**config.mk**
```make
export PLATFORM = sky130hd
export DESIGN_NAME = pixel_packer_flat
export DESIGN_NICKNAME = d
export VERILOG_FILES = /design/src/rtl/pixel_packer_if.sv /design/src/rtl/pixel_packer.sv /design/src/flat_wrapper.sv
export SDC_FILE = /design/constraint.sdc
export NUM_CORES = 1
export LEC_CHECK = 0
export CORE_AREA = 2 2 121 123
export DETAILED_ROUTE_END_ITERATION = 7
export DIE_AREA = 0 0 123 125
export PLACE_DENSITY_LB_ADDON = 0.1
export SYNTH_ARGS = -nofsm -noshare
export SYNTH_HDL_FRONTEND = slang
export SYNTH_SLANG_ARGS = --single-unit
```
**constraint.sdc**
```tcl
create_clock -name clk -period 3.6 [get_ports clk]
set_input_delay 0.36 -clock clk [delete_from_list [all_inputs] [get_ports clk]]
set_output_delay 0.36 -clock clk [all_outputs]
set_load 0.02 [all_outputs]
```
**src/rtl/pixel_packer_if.sv**
```systemverilog
// Signal bundle between the edge-pixel source, the pixel packer and the word consumer.
// The master side drives pixels and consumer controls; the slave side (the packer) returns words and status.
interface pixel_packer_if #(
    parameter int WORD_W = 32,
    parameter int CNT_W  = 3
);
    logic [3:0]        pixel;
    logic              pixel_valid;
    logic              flush;
    logic [WORD_W-1:0] word_out;
    logic              word_valid;
    logic              word_last;
    logic              word_ready;
    logic              overflow;
    logic              clear_overflow;
    logic [CNT_W-1:0]  fifo_count;

    modport master (
        output pixel, pixel_valid, flush, word_ready, clear_overflow,
        input  word_out, word_valid, word_last, overflow, fifo_count
    );

    modport slave (
        input  pixel, pixel_valid, flush, word_ready, clear_overflow,
        output word_out, word_valid, word_last, overflow, fifo_count
    );
endinterface

```
**src/rtl/pixel_packer.sv**
```systemverilog
// Packs 4-bit edge pixels into words (first pixel in the low nibble) and buffers them
// in a small FIFO with a valid/ready output, end-of-frame flush and a sticky drop flag.
module pixel_packer #(
    parameter int PIX_PER_WORD = 8,
    parameter int FIFO_DEPTH   = 4
) (
    input  logic          clk,
    input  logic          n_rst,
    pixel_packer_if.slave bus
);
    localparam int WORD_W = 4 * PIX_PER_WORD;
    localparam int NIB_W  = $clog2(PIX_PER_WORD);
    localparam int PTR_W  = $clog2(FIFO_DEPTH);
    localparam int CNT_W  = PTR_W + 1;
    localparam logic [NIB_W-1:0] LAST_NIB = NIB_W'(PIX_PER_WORD - 1);
    localparam logic [CNT_W-1:0] FULL_CNT = CNT_W'(FIFO_DEPTH);

    logic [WORD_W-1:0] accWord_q, accWord_d, accMerged;
    logic [NIB_W-1:0]  nibCount_q, nibCount_d;
    logic              wordDone, pushReq, pushLast;

    logic [WORD_W:0]   fifoMem_q [FIFO_DEPTH];
    logic [PTR_W-1:0]  rdPtr_q, rdPtr_d, wrPtr_q, wrPtr_d;
    logic [CNT_W-1:0]  count_q, count_d;
    logic              overflow_q, overflow_d;
    logic              fifoFull, popEn, pushEn, dropEn;

    // A same-cycle pixel is merged before deciding whether a flush has anything to emit.
    always_comb begin
        accMerged = accWord_q;
        if (bus.pixel_valid) begin
            accMerged = accWord_q | (WORD_W'(bus.pixel) << {nibCount_q, 2'b00});
        end
        wordDone   = bus.pixel_valid && (nibCount_q == LAST_NIB);
        pushReq    = wordDone || (bus.flush && (bus.pixel_valid || (nibCount_q != '0)));
        pushLast   = bus.flush;
        accWord_d  = pushReq ? '0 : accMerged;
        nibCount_d = pushReq ? '0 : nibCount_q + NIB_W'(bus.pixel_valid);
    end

    // A pop frees the head slot this cycle, so a push into a full FIFO may still land.
    always_comb begin
        fifoFull   = (count_q == FULL_CNT);
        popEn      = (count_q != '0) && bus.word_ready;
        pushEn     = pushReq && (!fifoFull || popEn);
        dropEn     = pushReq && fifoFull && !popEn;
        rdPtr_d    = rdPtr_q + PTR_W'(popEn);
        wrPtr_d    = wrPtr_q + PTR_W'(pushEn);
        count_d    = count_q + CNT_W'(pushEn) - CNT_W'(popEn);
        overflow_d = overflow_q;
        if (dropEn) begin
            overflow_d = 1'b1;
        end else if (bus.clear_overflow) begin
            overflow_d = 1'b0;
        end
    end

    always_ff @(posedge clk or negedge n_rst) begin
        if (!n_rst) begin
            accWord_q  <= '0;
            nibCount_q <= '0;
            rdPtr_q    <= '0;
            wrPtr_q    <= '0;
            count_q    <= '0;
            overflow_q <= 1'b0;
        end else begin
            accWord_q  <= accWord_d;
            nibCount_q <= nibCount_d;
            rdPtr_q    <= rdPtr_d;
            wrPtr_q    <= wrPtr_d;
            count_q    <= count_d;
            overflow_q <= overflow_d;
        end
    end

    // Storage needs no reset: the head is masked whenever the FIFO is empty.
    always_ff @(posedge clk) begin
        if (pushEn) begin
            fifoMem_q[wrPtr_q] <= {pushLast, accMerged};
        end
    end

    assign bus.word_valid = (count_q != '0);
    assign bus.word_out   = bus.word_valid ? fifoMem_q[rdPtr_q][WORD_W-1:0] : '0;
    assign bus.word_last  = bus.word_valid ? fifoMem_q[rdPtr_q][WORD_W] : 1'b0;
    assign bus.overflow   = overflow_q;
    assign bus.fifo_count = count_q;
endmodule
```
**src/flat_wrapper.sv**
```systemverilog
// flat-port wrapper written by rule: the top's interface ports become plain ports
module pixel_packer_flat 
#(
    parameter int PIX_PER_WORD = 8,
    parameter int FIFO_DEPTH   = 4
)
  (clk, n_rst, bus_pixel, bus_pixel_valid, bus_flush, bus_word_ready, bus_clear_overflow, bus_word_out, bus_word_valid, bus_word_last, bus_overflow, bus_fifo_count);
  pixel_packer_if bus_i ();
  input  logic clk;
  input  logic n_rst;
  input wire logic [$bits(bus_i.pixel)-1:0] bus_pixel;
  input wire logic [$bits(bus_i.pixel_valid)-1:0] bus_pixel_valid;
  input wire logic [$bits(bus_i.flush)-1:0] bus_flush;
  input wire logic [$bits(bus_i.word_ready)-1:0] bus_word_ready;
  input wire logic [$bits(bus_i.clear_overflow)-1:0] bus_clear_overflow;
  output wire logic [$bits(bus_i.word_out)-1:0] bus_word_out;
  output wire logic [$bits(bus_i.word_valid)-1:0] bus_word_valid;
  output wire logic [$bits(bus_i.word_last)-1:0] bus_word_last;
  output wire logic [$bits(bus_i.overflow)-1:0] bus_overflow;
  output wire logic [$bits(bus_i.fifo_count)-1:0] bus_fifo_count;
  assign bus_i.pixel = bus_pixel;
  assign bus_i.pixel_valid = bus_pixel_valid;
  assign bus_i.flush = bus_flush;
  assign bus_i.word_ready = bus_word_ready;
  assign bus_i.clear_overflow = bus_clear_overflow;
  assign bus_word_out = bus_i.word_out;
  assign bus_word_valid = bus_i.word_valid;
  assign bus_word_last = bus_i.word_last;
  assign bus_overflow = bus_i.overflow;
  assign bus_fifo_count = bus_i.fifo_count;
  pixel_packer #(.PIX_PER_WORD(PIX_PER_WORD), .FIFO_DEPTH(FIFO_DEPTH)) u_core (.clk(clk), .n_rst(n_rst), .bus(bus_i));
endmodule
```
Word-level counts from Yosys, hierarchy flattened --
Memory sizes are Yosys's and may differ from the RTL's. Index checks and enable logic that the tools add are counted.
Cells by class: add/sub/neg operators 5, eq/ne operators 2, shift operators 1, multiplexer cells 9, bitwise gates (word level) 1, reductions and logical operators 14
Operator list (number):
- $mux W32 | 3
- $or A32 B32 Y32 | 1
- $shl A4 B5 Y32 | 1
- $add A3 B1 Y3 | 2
- $eq A3 B3 Y1 const B | 2
- $logic_and A1 B1 Y1 | 6
- $reduce_bool A3 Y1 | 2
- $mux W1 | 5
- $add A2 B1 Y2 | 2
- $logic_or A1 B1 Y1 | 3
- $mux W3 | 1
- $sub A3 B1 Y3 | 1
- $logic_not A1 Y1 | 2
- $reduce_bool A2 Y1 | 1
Storage, ports and cells: register bits after elaboration 43, bits in writable memories 132, output and inout port bits 38, memories kept 1
Memories:
- u_core.fifoMem_q | depth 4, width 33, rd ports 1, clocked after memory_dff 0, wr ports 1, line pixel_packer.sv:22 | logic [WORD_W:0] fifoMem_q [FIFO_DEPTH];

Longest topological paths before layout --
Gate-level depths: netlist of run 1.
word-level depth 7, depth in mapped cells 10, gate-level depth less buffers 9

Worst setup path after synthesis of run 1 --
OpenSTA, ideal clock, no wires.
path kind register to register, from register u_core.nibCount_q[2], to memory u_core.fifoMem_q[1][0] (netlist bit) (enable), library setup time 471 ps, arrival time 3404 ps, required time 3129 ps, path slack -275 ps, cell stages (with the launch flop) 6, path buffers 2, period minus slack after synthesis 3875 ps, cell sequence dfrtp_1 > buf_6 > and4_1 > buf_2 > o21ai_2 > nor3b_1
Between the ends: longest elaborated chain between the ends 7
RTL lines:
- from (decl) | line pixel_packer.sv:19 | logic [NIB_W-1:0] nibCount_q, nibCount_d;
- from (signal assigned) | line pixel_packer.sv:68 | nibCount_q <= nibCount_d;
- $reduce_bool A3 Y1 | line pixel_packer.sv:35 | pushReq = wordDone || (bus.flush && (bus.pixel_valid || (nibCount_q != '0)));
- $logic_or A1 B1 Y1 | line pixel_packer.sv:35
- $logic_and A1 B1 Y1 | line pixel_packer.sv:35
- $logic_or A1 B1 Y1 (*) | line pixel_packer.sv:35
- $logic_and A1 B1 Y1 (*) | line pixel_packer.sv:45 | pushEn = pushReq && (!fifoFull || popEn);
- $mux W1 (*) | line pixel_packer.sv:78 | if (pushEn) begin
- $mux W1 (not written as such) (*) | line pixel_packer.sv:79 | fifoMem_q[wrPtr_q] <= {pushLast, accMerged};
- to (decl) | line pixel_packer.sv:22
Mark *: on every way between the ends. The rest lies on a longest branch, timed or not.

Worst setup path after layout of run 1 --
from register u_core.rdPtr_q[0], to output bus_word_last
Between the ends: longest elaborated chain between the ends 2
RTL lines:
- from (decl) | line pixel_packer.sv:23 | logic [PTR_W-1:0] rdPtr_q, rdPtr_d, wrPtr_q, wrPtr_d;
- from (signal assigned) | line pixel_packer.sv:69 | rdPtr_q <= rdPtr_d;
- $mem_v2 Z4 W33
- $mux W1 | line pixel_packer.sv:85 | assign bus.word_last = bus.word_valid ? fifoMem_q[rdPtr_q][WORD_W] : 1'b0;
- to (decl) | line flat_wrapper.sv:18 | output wire logic [$bits(bus_i.word_last)-1:0] bus_word_last;
No other way between the ends.

==> results.cfg, run 1 <==
[yosys]
synth_nets = 386
netlist_area_um2 = 6954
yosysUniqueCellTypes = 30
synthCells = 369
yosysWarningCount = 0
post_synth.cell_area_avg_um2 = 18.85
yosysSeqAreaShare_pct = 72.47
ys_seq_elements = 175

[layout]
seq_area_um2 = 5041
layout_common_cells = edfxtp_1, clkdlybuf4s50_1, dfrtp_1
drive_above_1_share_pct = 19.64
num-nets-final = 447
multi_input_area_um2 = 1802
fin_area_um2 = 8224
post-route-util_pct = 57.90
mostFrequentLayoutCell = edfxtp_1
nFillCells = 1119
antennaDiodeCount = 0
area_growth_pct = 18.26

[timing]
fmax_mhz = 341.9
skew_ps = 6.022
setup_viol = 0
tns_ps = 0
fin_crit_ps = 2925
period_share_pct = 81.24
max_slew.worst_pin.slew_ps = 983.8
rsz0062_at_grt = no
fin_ws_ps = 675.2
relSlewSlack_pct = 34.41
hold_viol = 0
finalMaxSlewViolations = 0

[clocking]
cts_max_path_buffers = 2
clock_latency_ps = 420
cts_tree = done
post_cts_buffers = 0
path_clk_slew_ps = 60
cts.sinks = 175
cts_hold_buf = 0
post_cts_resized = 0
cts_root_buffer = clkbuf_16
cts_max_level = 4
numCtsBuffers = 17

[route]
first_iter_violations = 251
dr.pass1.iters = 5
wirelength_um = 12190
post_drt_wl_per_cell_um = 19.44
viasPerCell = 5.297
ant_nets = 0
dr_total_vias = 3321
drc = 0

[setup_path]
endpoint_kind = primary output
critical_path_arrival_ps = 2560
worstPathMaxFanout = 25
required_ps = 3240
r2r_cells = 7
critPathLaunchType = flop
critPathKind = flop to primary output

[global_route]
antenna_found_initial = 0
track_usage_pct = 17.72
grt_pass1_wl_um = 19750
grt-ovfl-total = 0
grt_max_degree = 44
grt_pass1_vias = 3498

[job]
maxCapViolCount = 0

[die]
initial_utilization_pct = 48.96
coreArea_um2 = 14200
die_height_um = 125
rows = 44
die_x_um = 123
die_area_um2 = 15380
ioPinCount = 48

[place]
io_buffer_count = 47
post-place-ws_ps = 759.2
dp_hpwl_um = 7632
placed_cell_area_um2 = 7687
place_congestion = 0.7115

[status]
outcome = finished clean

[pwr]
total_power_uw = 7124
leakage_uw = 0.003240
vdd_ir_drop_max_mv = 0.5111
p_per_area_nw_per_um2 = 866.3

[min_path]
hp-class = primary input to async pin
-- registers in the layout, indices dropped and copies added (netlist names) --
signal and count:
u_core.accWord_q 32, u_core.fifoMem_q 132, u_core.nibCount_q 3, u_core.bus.fifo_count 3, u_core.bus.overflow 1, u_core.rdPtr_q 2, u_core.wrPtr_q 2
-- metal layers --
layer | vias up | GRT usage, % | routed length (µm)
li1 | 1528 | - | -
met1 | 1725 | 24.95 | 5542
met2 | 57 | 26.94 | 6012
met3 | 11 | 4.927 | 461
met4 | 0 | 6.016 | 174
met5 | - | 0 | 0
-- worst max-delay path, stage by stage (launching register included) --
cell and delay (ps):
dfrtp_2 600, buf_12 300, mux4_2 530, nor2b_1 160, clkdlybuf4s50_1 550
-- cells in the mapped netlist, drive strengths merged --
library cell / count / area, µm²
xnor2: 3 / 26.28
o41a: 1 / 21.27
nor3b: 2 / 15.01
fa: 1 / 20.02
ha: 6 / 75.07
and2: 34 / 212.7
nor3: 2 / 15.01
o22ai: 1 / 6.260
buf: 14 / 113.9
or4b: 1 / 10.01
nor2: 4 / 31.28
and4: 1 / 8.760
a31o: 4 / 35.03
nand2: 1 / 3.750
o21ai: 1 / 8.760
dfrtp: 43 / 1076
or2: 1 / 6.260
and4b: 2 / 20.02
nor2b: 36 / 225.2
and3b: 4 / 35.03
inv: 7 / 26.28
and4bb: 1 / 12.51
a21o: 28 / 210.2
clkbuf: 4 / 15.01
xor2: 2 / 17.52
edfxtp: 132 / 3964
mux4: 33 / 743.2
-- cell families (layout without fill, tap and decap cells) --
kind of cell,count (synthesis),in the layout,synth area share (%)
flip-flops,175,175,72.47
buffers and inverters,25,99,2.231
AO/OA/AOI/OAI,35,35,4.048
AND/OR/NAND/NOR,89,89,8.564
multiplexers,33,33,10.69
adder cells (fa/ha/maj),7,7,1.367
XOR/XNOR,5,5,0.6298
-- path summary, 6_finish.rpt --
| kind | startpoint | endpoint | slack, ps |
|---|---|---|---|
| max in group asynchronous | n_rst | u_core.rdPtr_q[0]$_DFF_PN0_ | 2850 |
| min in group clk | bus_clear_overflow | u_core.bus.overflow$_DFFE_PN0P_ | 520 |
| worst max-delay path | u_core.rdPtr_q[0]$_DFF_PN0_ | bus_word_last | 680 |
| worst min-delay path | n_rst | u_core.rdPtr_q[0]$_DFF_PN0_ | 90 |
| worst min register to register | u_core.bus.overflow$_DFFE_PN0P_ | u_core.bus.overflow$_DFFE_PN0P_ | 560 |
| worst max register to register | u_core.nibCount_q[1]$_DFF_PN0_ | u_core.bus.fifo_count[1]$_DFF_PN0_ | 1140 |
-- where the power goes --
part,switching [µW],internal [µW]
Sequential,232,2670
Clock,690,978
Combinational,1270,1290
-- area by class of cell --
type,instances,area share (%)
sequential,175,61.30
multi-input combinational,169,21.91
timing repair buffer,60,7.150
clock buffer,24,5.736
tap,184,2.799
clock inverter,8,0.7911
inverter,7,0.3195
-- per-stage QoR --
step,std cells,hold slack (ps)
after CTS,627,123.5
final,627,89.67
after floorplan,369,64.41
after global routing,627,173.7
after global placement,595,521.4
after detailed placement,595,540.1
(Power assumes the default switching activity.)
==> run 2, diff against run 1 <==
==> constraint.sdc (replaced) <==
create_clock -name clk -period 3.07 [get_ports clk]
set_input_delay 0.307 -clock clk [delete_from_list [all_inputs] [get_ports clk]]
set_output_delay 0.307 -clock clk [all_outputs]
set_load 0.02 [all_outputs]
==> run 2 against run 1 <==
Combinational power is 19% higher. Wire length is 3.8% higher. First-iteration DRC count is 14% lower. Largest power group unchanged.
==> results.cfg, run 2 (synthesis results as in run 1) <==
[setup_path]
critPathKind = flop to primary output
worst-path-buf-inv = 2
worstPathMaxFanout = 15
endpoint_kind = primary output
crit_slowest_cell = dfrtp_2
required_ps = 2760
critical_path_arrival_ps = 2570
crit_family = buffers and inverters
cp_cell_sequence = buf_12 -> mux4_2 -> nor2b_1 -> clkdlybuf4s50_1
critPathLaunchType = flop
slowest_delay_ps = 660

[die]
die_x_um = 123
coreArea_um2 = 14200
initial_utilization_pct = 48.96
die_area_um2 = 15380
rows = 44
ioPinCount = 48
die_height_um = 125

[place]
io_buffer_count = 47
place_congestion = 0.6894
post-place-ws_ps = 391.0
dp_hpwl_um = 7725

[global_route]
grt_use_met2_pct = 27.98
track_usage_pct = 18.42
globalRouteMet3Util_pct = 5.520
grt_max_degree = 44
grt_pass1_vias = 3540
grt-ovfl-total = 0
grtUsageMet1_pct = 25.79
grt_pass1_wl_um = 20430
top_usage_layer = met2
antenna_found_initial = 0

[layout]
reg.largest.list = u_core.fifoMem_q (132), u_core.accWord_q (32)
num-nets-final = 449
layout_common_cells = edfxtp_1, clkdlybuf4s50_1, dfrtp_1
antennaDiodeCount = 0
largest_register_ffs = 132
top_register = u_core.fifoMem_q
drive_above_1_share_pct = 20.22
post-route-util_pct = 58.37
mostFrequentLayoutCell = edfxtp_1
area_growth_pct = 19.22

[timing]
relSlewSlack_pct = 32.89
rsz0062_at_grt = no
setup_viol = 0
period_share_pct = 93.57
finalMaxSlewViolations = 0
skew_ps = 8.197
fin_crit_ps = 2873
fmax_mhz = 348.1
hold_viol = 0
tns_ps = 0
max_slew.worst_pin.slew_ps = 1007
fin_ws_ps = 197.3

[pwr]
vdd_ir_drop_max_mv = 0.4743
leakage_uw = 0.003272
p_per_area_nw_per_um2 = 1033

[route]
viasPerCell = 5.335
wirelength_um = 12660
drc = 0
first_iter_violations = 215
dr.pass1.iters = 4
dr_total_vias = 3356
post_drt_wl_per_cell_um = 20.12
ant_nets = 0

[clocking]
cts_root_buffer = clkbuf_16
cts_max_path_buffers = 2
post_cts_resized = 0
post_cts_buffers = 0
clock_latency_ps = 420
cts.sinks = 175
cts_max_level = 4
cts_hold_buf = 0
numCtsBuffers = 17
path_clk_slew_ps = 60
cts_tree = done

[job]
maxCapViolCount = 0

[status]
outcome = finished clean

[min_path]
hp-class = primary input to async pin
run 2: cell types whose count changed in the layout (fill, tap and decap cells not counted):
cell	change
buf_4	+2
bufinv_16	+2
clkinv_1	-2
clkbuf_1	+1
clkinv_2	-1
run 2: worst reg2reg max path: stages (launching register included):
cell	delay (ps)
dfrtp_1	530
o41a_4	600
o21ai_2	380
inv_1	130
ha_1	220
inv_1	60
fa_1	400
inv_1	60
run 2: path summary, 6_finish.rpt:
kind,startpoint,to,slack (ps),cells after the start
min in group clk,bus_clear_overflow,u_core.bus.overflow$_DFFE_PN0P_,470,2
max,u_core.rdPtr_q[0]$_DFF_PN0_,bus_word_last,200,4
max reg2reg,u_core.nibCount_q[1]$_DFF_PN0_,u_core.bus.fifo_count[1]$_DFF_PN0_,640,7
min,n_rst,u_core.bus.overflow$_DFFE_PN0P_,50,1
min reg2reg,u_core.bus.overflow$_DFFE_PN0P_,u_core.bus.overflow$_DFFE_PN0P_,530,2
max in group asynchronous,n_rst,u_core.rdPtr_q[0]$_DFF_PN0_,2340,1
run 2: power breakdown:
| part | internal, µW | switching (µW) | total, µW |
|---|---|---|---|
| Sequential | 3130 | 253 | 3380 |
| Clock | 1320 | 817 | 2140 |
| Combinational | 1520 | 1520 | 3050 |
run 2: stage by stage:
| stage | cells | hold slack (ps) | power (µW) | area (µm²) |
|---|---|---|---|---|
| floorplan | 369 | 11.41 | 5294 | 6969 |
| global placement | 597 | 523.3 | 6500 | 7702 |
| detailed placement | 597 | 522.7 | 6537 | 7702 |
| CTS | 629 | 68.51 | 8684 | 8290 |
| global route | 629 | 124.9 | 9006 | 8290 |
| finish | 629 | 54.55 | 8562 | 8290 |
run 2: metal layers:
| metal | up-vias | routed length (µm) |
|---|---|---|
| met3 | 18 | 546 |
| met4 | 0 | 173 |
| met2 | 57 | 6283 |
| li1 | 1536 | - |
| met5 | - | 0 |
| met1 | 1745 | 5653 |
run 2: area by class of cell:
cell class,instances,area (µm²)
Fill cell,1097,5913
Inverter,7,26.28
Sequential cell,175,5041
Multi-Input combinational cell,169,1802
Timing Repair Buffer,62,603.1
Clock inverter,7,112.6
Tap cell,184,230.2
Clock buffer,25,475.5
==> run 3, diff against run 2 <==
--- a/config.mk
+++ b/config.mk
@@ -8,6 +8,8 @@
 export CORE_AREA = 2 2 121 123
 export DETAILED_ROUTE_END_ITERATION = 7
 export DIE_AREA = 0 0 123 125
+export GPL_TIMING_DRIVEN = 1
+export HOLD_SLACK_MARGIN = 0.03
 export PLACE_DENSITY_LB_ADDON = 0.1
 export SYNTH_ARGS = -nofsm -noshare
 export SYNTH_HDL_FRONTEND = slang
==> results of run 3 <==
The final DEF is identical to that of run 2; final timing and power are the same.
